[config.mk]
export PLATFORM = sky130hd
export DESIGN_NAME = lab2_2_down
export DESIGN_NICKNAME = d
export VERILOG_FILES = /design/src/rtl/lab2_2_down.sv
export SDC_FILE = /design/constraint.sdc
export NUM_CORES = 1
export LEC_CHECK = 0
export ABC_CLOCK_PERIOD_IN_PS = 2050
export BUFFER_PORTS_ARGS = -buffer_cell sky130_fd_sc_hd__clkbuf_2
export CAP_MARGIN = 20
export CORE_AREA = 2 2 39 41
export DETAILED_ROUTE_END_ITERATION = 10
export DIE_AREA = 0 0 41 43
export PLACE_DENSITY = 0.52
export RECOVER_POWER = 25
export SLEW_MARGIN = 20
export SYNTH_ARGS = -nofsm -noshare
export SYNTH_HDL_FRONTEND = slang
export SYNTH_SLANG_ARGS = --single-unit
[constraint.sdc]
create_clock -name clock -period 2.05 [get_ports clock]
set_input_delay 0.205 -clock clock [delete_from_list [all_inputs] [get_ports clock]]
set_output_delay 0.205 -clock clock [all_outputs]
set_load 0.01 [all_outputs]
[src/rtl/lab2_2_down.sv]
// lab2_2_down: modulo-MODULUS down-counter with clamped parallel load, underflow level, borrow pulse and optional auto-reload
module lab2_2_down #(
  parameter int WIDTH       = 4,
  parameter int MODULUS     = 12,
  parameter int AUTO_RELOAD = 1
) (
  input  logic             clock,
  input  logic             reset,
  input  logic             enable,
  input  logic             load,
  input  logic [WIDTH-1:0] load_value,
  output logic [WIDTH-1:0] out,
  output logic             underflow,
  output logic             borrow,
  output logic             running
);
  localparam logic [WIDTH-1:0] MAX = WIDTH'(MODULUS - 1);
  localparam logic [WIDTH:0]   MOD = (WIDTH + 1)'(MODULUS);
  typedef enum logic [1:0] {RUN = 2'd0, DONE = 2'd1} state_t;
  state_t           state_q, state_d;
  logic [WIDTH-1:0] out_q, out_d;
  logic             borrow_q, borrow_d;
  always_comb begin
    state_d  = state_q;
    out_d    = out_q;
    borrow_d = 1'b0;
    if (state_q != RUN && state_q != DONE) begin
      state_d = RUN;
      out_d   = MAX;
    end else if (load) begin
      out_d   = {1'b0, load_value} >= MOD ? MAX : load_value;
      state_d = RUN;
    end else if (state_q == DONE) begin
      out_d = '0;
    end else if (enable) begin
      out_d    = out_q != '0 ? out_q - 1'b1 : (AUTO_RELOAD != 0 ? MAX : '0);
      borrow_d = out_q == '0;
      state_d  = out_q == '0 && AUTO_RELOAD == 0 ? DONE : RUN;
    end
  end
  always_ff @(posedge clock) begin
    if (reset) begin
      state_q  <= RUN;
      out_q    <= MAX;
      borrow_q <= 1'b0;
    end else begin
      state_q  <= state_d;
      out_q    <= out_d;
      borrow_q <= borrow_d;
    end
  end
  assign out       = out_q;
  assign underflow = out_q == '0;
  assign borrow    = borrow_q;
  assign running   = state_q == RUN;
endmodule
==> metrics, run 1 <==
total of max-cap violations=0; core area=1380 µm²; DRC=0; crit path cell chain=inv_1, ha_1, or3b_4, inv_1, clkbuf_2; TritonCTS clock tree=yes; most used cell, CP=inv_1; gr usage total=about a tenth; number of synthesized flops with an enable pin=0; deepest clock path buffer count=2; Critical Path Start Type=flip-flop; minimum clock period=about 1700 ps; final hold violations=0; Worst EP required=around 1900 ps; post-CTS sizing=0; commonest non-fill, non-tap cell in the layout=clkbuf_2; initial antenna violation count=0; input/output buffers=13; vias in the first global route=roughly 280; status=completed; Syn. warnings=0; FP Rows=14; Hold Buf Count CTS=0; Peak VDD IR=0.244 mV; Synth Flop Type=dfxtp_1; via count=roughly 300; CTS sink count=5; Clock transition at path regs=40 ps; CP Launch Point=out[0]$_SDFFE_PP1P_; cts bufs inserted=3; post-layout instance area=roughly 420 µm²; Reg2Reg Depth=5; Critical Path End Type=output pin; DIE AREA=1760 µm²; Cell Area, Synth=about 320 µm²; Yosys cell types=24; pin count of the biggest net entering global routing=10; leakage=between 0.2 and 0.25 nW; Setup Buffers After CTS=0; r2r endpoint=out[0]$_SDFFE_PP1P_; Syn Inst Count=39; worst hold path cell count=2; Syn-to-layout area delta=30.5%; fin crit share=81.2%; syn_area_per_cell=approximately 8.2 µm²; largest stage delay on the critical path=410 ps; via/cell ratio=around 4.4; ANT nets after route=0; sequential area share after synthesis=a little under a third; hold wc startpoint=reset; CP Class=flip-flop to output pin; slowest stage cell, crit path=or3b_4; commonest non-fill, non-tap cells in the layout=11 x clkbuf_2, 5 x inv_1, 5 x dfxtp_1; H-tree depth=1; FF-to-FF setup slack=approximately 500 ps; Final #Nets=65; CP Data Arrival Time=approximately 1500 ps; antenna cells=0; setup_tns=0 ps; fin util=30.2%; Setup violations, final=0; fmax=~600 MHz; Skew-Pair Late Insertion Delay=approximately 240 ps; asr flop ratio synth=0%; Final GP Congestion=0.631; flops & latches, synth=5; CTS Root Cell=clkbuf_4; DRT Pass-1 Iters=2; Clock Skews=1.50 ps; pins over their slew limit=0; io pins=15; hold path endpoint=borrow$_SDFF_PP0_; first-pass GRT wire length=~1100 µm; RSZ-0062 raised after global routing=false; Cell Pwr Density=roughly 650 nW/µm²; DR iter-0 viols=7; DP Area=a little under 400 µm²; Die Y=about 43 µm; Detailed Route WL=664 µm; launching point of the worst reg2reg path=out[0]$_SDFFE_PP1P_; Filler cells=160; syn_nets=49; Hold Crit Class=primary input to flip-flop; starting density of the core=between 20% and 30%; WL/cell=9.49 µm; Critical Path Fanout Max=5; post-DP HPWL=just over 500 µm; chip width=just over 40 µm; ratio of cells with drive above 1 in the final layout=between 30% and 40%; global route overflow=0
==> registers in the layout (all words and copies together) (netlist names) <==
name    cells
out         4
borrow      1
==> final cells by class <==
type,count,area (µm²),share of cell area (%)
multi-input combinational,27,190,45.5
sequential,5,100,24.0
timing repair buffer,13,62.6,15.0
clock buffer,4,26.3,6.29
tap,16,20.0,4.79
inverter,5,18.8,4.49
==> how the worst max path moves through the flow <==
stage	slack (ps)	to	cells after the start
after floorplan	570	out[0]$_SDFFE_PP1P_	5
after global placement	510	out[0]$_SDFFE_PP1P_	5
after detailed placement	510	out[0]$_SDFFE_PP1P_	5
after CTS	370	underflow	5
after global routing	290	underflow	5
final	390	underflow	5
==> metal layers <==
| metal | global-route usage (%) | vias to the layer above | wire length (µm) |
|---|---|---|---|
| li1 | - | 161 | - |
| met1 | 13.2 | 134 | 321 |
| met2 | 11.3 | 9 | 288 |
| met3 | 5.24 | 2 | 45 |
| met4 | 10.0 | 0 | 8 |
| met5 | 0 | - | 0 |
==> Yosys cell counts (all sizes together), types with 2 or more instances <==
cell type  instances  share of area [%]
nor2               3                3.5
and3               2                5.5
o21ai              2                3.1
a21oi              3                4.7
inv                5                5.9
nand2              2                2.3
ha                 2                7.8
dfxtp              5                 31
==> metrics by stage <==
| step | total power [mW] | setup WS, ps | hold slack (ps) | instances |
|---|---|---|---|---|
| floorplan | 0.141 | 574 | 283 | 39 |
| global placement | 0.158 | 511 | 431 | 66 |
| detailed placement | 0.158 | 511 | 430 | 66 |
| CTS | 0.277 | 368 | 172 | 70 |
| global route | 0.296 | 292 | 165 | 70 |
| finish | 0.271 | 386 | 173 | 70 |
==> report_power, final <==
| part | internal [mW] | switching, mW |
|---|---|---|
| registers | 0.104 | 0.00687 |
| clock network | 0.0737 | 0.0417 |
| logic | 0.0219 | 0.0231 |
==> logic make-up (layout without fill, tap and decap cells) <==
family | Yosys count | in the layout | synth area share, %
buffers and inverters | 7 | 22 | 9.38
AO/OA/AOI/OAI | 9 | 9 | 21.1
AND/OR/NAND/NOR | 15 | 15 | 29.3
flip-flops | 5 | 5 | 31.3
adder cells (fa/ha/maj) | 2 | 2 | 7.81
other | 1 | 1 | 1.17
==> worst max-delay path: cells and delay by family, from the launching register on <==
family | cells | cell delay (ps)
adder cells (fa/ha/maj) | 1 | 190
AND/OR/NAND/NOR | 1 | 410
flip-flops | 1 | 340
buffers and inverters | 3 | 270
Power figures use the tool's default switching activity.
==> inputs of run 2 (changes only) <==
ABC_CLOCK_PERIOD_IN_PS = 1500   (was 2050)
PLACE_DENSITY = 0.54   (was 0.52)
clock period = 1.5 ns   (was 2.05 ns; I/O delays follow)
==> run 2 against run 1 <==
Compared with the run above:
- worst hold slack worse by 42 ps
- routed wire length up 14%
- combinational power up 80%
- utilization up 4.2 points
- clock power up 33%
- design area up 14%
- final cell count up 7.1%
- die area unchanged
- total power up 42%
- clock skew about the same
==> metrics, run 2 (same netlist as run 1, synthesis figures left out) <==
global route overflow=0 (unchanged); leakage=0.230 nW (+7.9%); post-DP HPWL=554 µm (+7.5%); io pins=15 (unchanged); fin crit share=96.5%; deepest clock path buffer count=2 (unchanged); RSZ-0062 raised after global routing=false; via/cell ratio=4.37 (about the same); Flop pwr share=39.0% (-1.8 points); starting density of the core=23.1% (unchanged); gr usage total=11.4% (+1.1 points); Clock Skews=1.57 ps (+0.0679 ps); via count=328 (+7.2%); input/output buffers=13 (unchanged); Skew-Pair Late Insertion Delay=240 ps (about the same); max reg flops=4 (unchanged); Clock transition at path regs=40 ps (about the same); commonest non-fill, non-tap cells in the layout=10 x clkbuf_2, 5 x buf_4; Hold Crit Class=primary input to flip-flop; cts bufs inserted=3 (unchanged); minimum clock period=approximately 1400 ps; DRC=0 (unchanged); DR iter-0 viols=4 (-3); Clk pwr share=39.8% (-2.8 points); CP Class=flip-flop to output pin; initial antenna violation count=0 (unchanged); CTS Root Cell=clkbuf_4; Pwr Total=384 µW (+42%); H-tree depth=1 (unchanged); Peak VDD IR=0.306 mV (+25%); DIE AREA=1760 µm² (unchanged); Cell Pwr Density=805 nW/µm² (+24%); Critical Path End Type=output pin; Die Y=43 µm (unchanged); core area=1380 µm² (unchanged); Final #Nets=70 (+7.7%); Logic pwr share=21.1% (+4.5 points); DRT Pass-1 Iters=4 (+2); Final GP Congestion=0.662 (+4.9%); pins over their slew limit=0 (unchanged); Psw=100 µW (+40%); Detailed Route WL=758 µm (+14%); first-pass GRT wire length=1320 µm (+16%); Worst EP required=1350 ps (-500 ps); fmax=slightly below 700 MHz; ratio of cells with drive above 1 in the final layout=49.2% (+16 points); status=completed; FP Rows=14 (unchanged); WL/cell=10.1 µm (+6.5%); CP Data Arrival Time=1300 ps (-160 ps); chip width=41 µm (unchanged); Critical Path Start Type=flip-flop; setup_tns=0 ps (unchanged); Setup violations, final=0 (unchanged); Hold Buf Count CTS=0 (unchanged); total of max-cap violations=0 (unchanged); Power Internal=284 µW (+43%); pin count of the biggest net entering global routing=10 (unchanged); TritonCTS clock tree=yes; final hold violations=0 (unchanged); Critical Path Fanout Max=3 (-2); ANT nets after route=0 (unchanged); sw frac=26.1% (-0.37 points); vias in the first global route=320 (+16%); antenna cells=0 (unchanged); CTS sink count=5 (unchanged); Syn-to-layout area delta=48.8%; commonest non-fill, non-tap cell in the layout=clkbuf_2
-- run 2: metrics by stage --
step	instance area [µm²]	worst slack, ps	hold WS (ps)	utilization, %	std cells
6_report	477	52.9	131	34.4	75
4_1_cts	465	16.0	116	33.6	74
2_1_floorplan	320	23.9	228	-	39
3_3_place_gp	409	31.8	376	29.6	68
3_5_place_dp	409	31.6	377	29.6	68
5_1_grt	477	12.3	138	34.4	75
-- run 2: layer usage --
layer | vias to the layer above | track usage [%] | wire, µm
met1 | 146 | 15.5 | 348
met3 | 0 | 3.14 | 44
met5 | - | 0 | 0
li1 | 172 | - | -
met2 | 10 | 13.8 | 365
met4 | 0 | 10.0 | 0
-- run 2: path summary, 6_finish.rpt --
kind	from	end	slack [ps]	depth (start not counted)
worst max-delay path	out[0]$_SDFFE_PP1P_	underflow	50	5
worst min-delay path	reset	borrow$_SDFF_PP0_	130	2
worst max register to register	out[0]$_SDFFE_PP1P_	out[0]$_SDFFE_PP1P_	80	5
worst min register to register	out[3]$_SDFFE_PP1P_	out[3]$_SDFFE_PP1P_	590	2
-- run 2: cell type report --
cell class / count / area, µm²
clock buffers: 4 / 26.3
fillers: 152 / 907
inverters: 5 / 18.8
multi-input cells: 27 / 203
flip-flops and latches: 5 / 103
well taps: 16 / 20.0
repair buffers: 18 / 106
-- run 2: power by group through the flow --
stage          clock network, mW  registers (mW)  logic (mW)
2_1_floorplan                  0           0.156      0.0368
3_3_place_gp                   0           0.152      0.0685
3_5_place_dp                   0           0.152      0.0695
4_1_cts                    0.161           0.150      0.0784
5_1_grt                    0.166           0.151      0.0920
6_report                   0.153           0.150      0.0810
-- run 2: critical path: stages, from the launching register on --
cell     delay [ps]
dfxtp_2         310
inv_2            70
ha_4            130
or3b_4          390
inv_2            60
buf_6            90
-- run 2: what timing repair did --
| action | 4_1_cts | 5_1_grt |
|---|---|---|
| resized for setup | 6 | 3 |
| endpoints found under the setup margin | 1 | 1 |
| setup buffers | 2 | 1 |
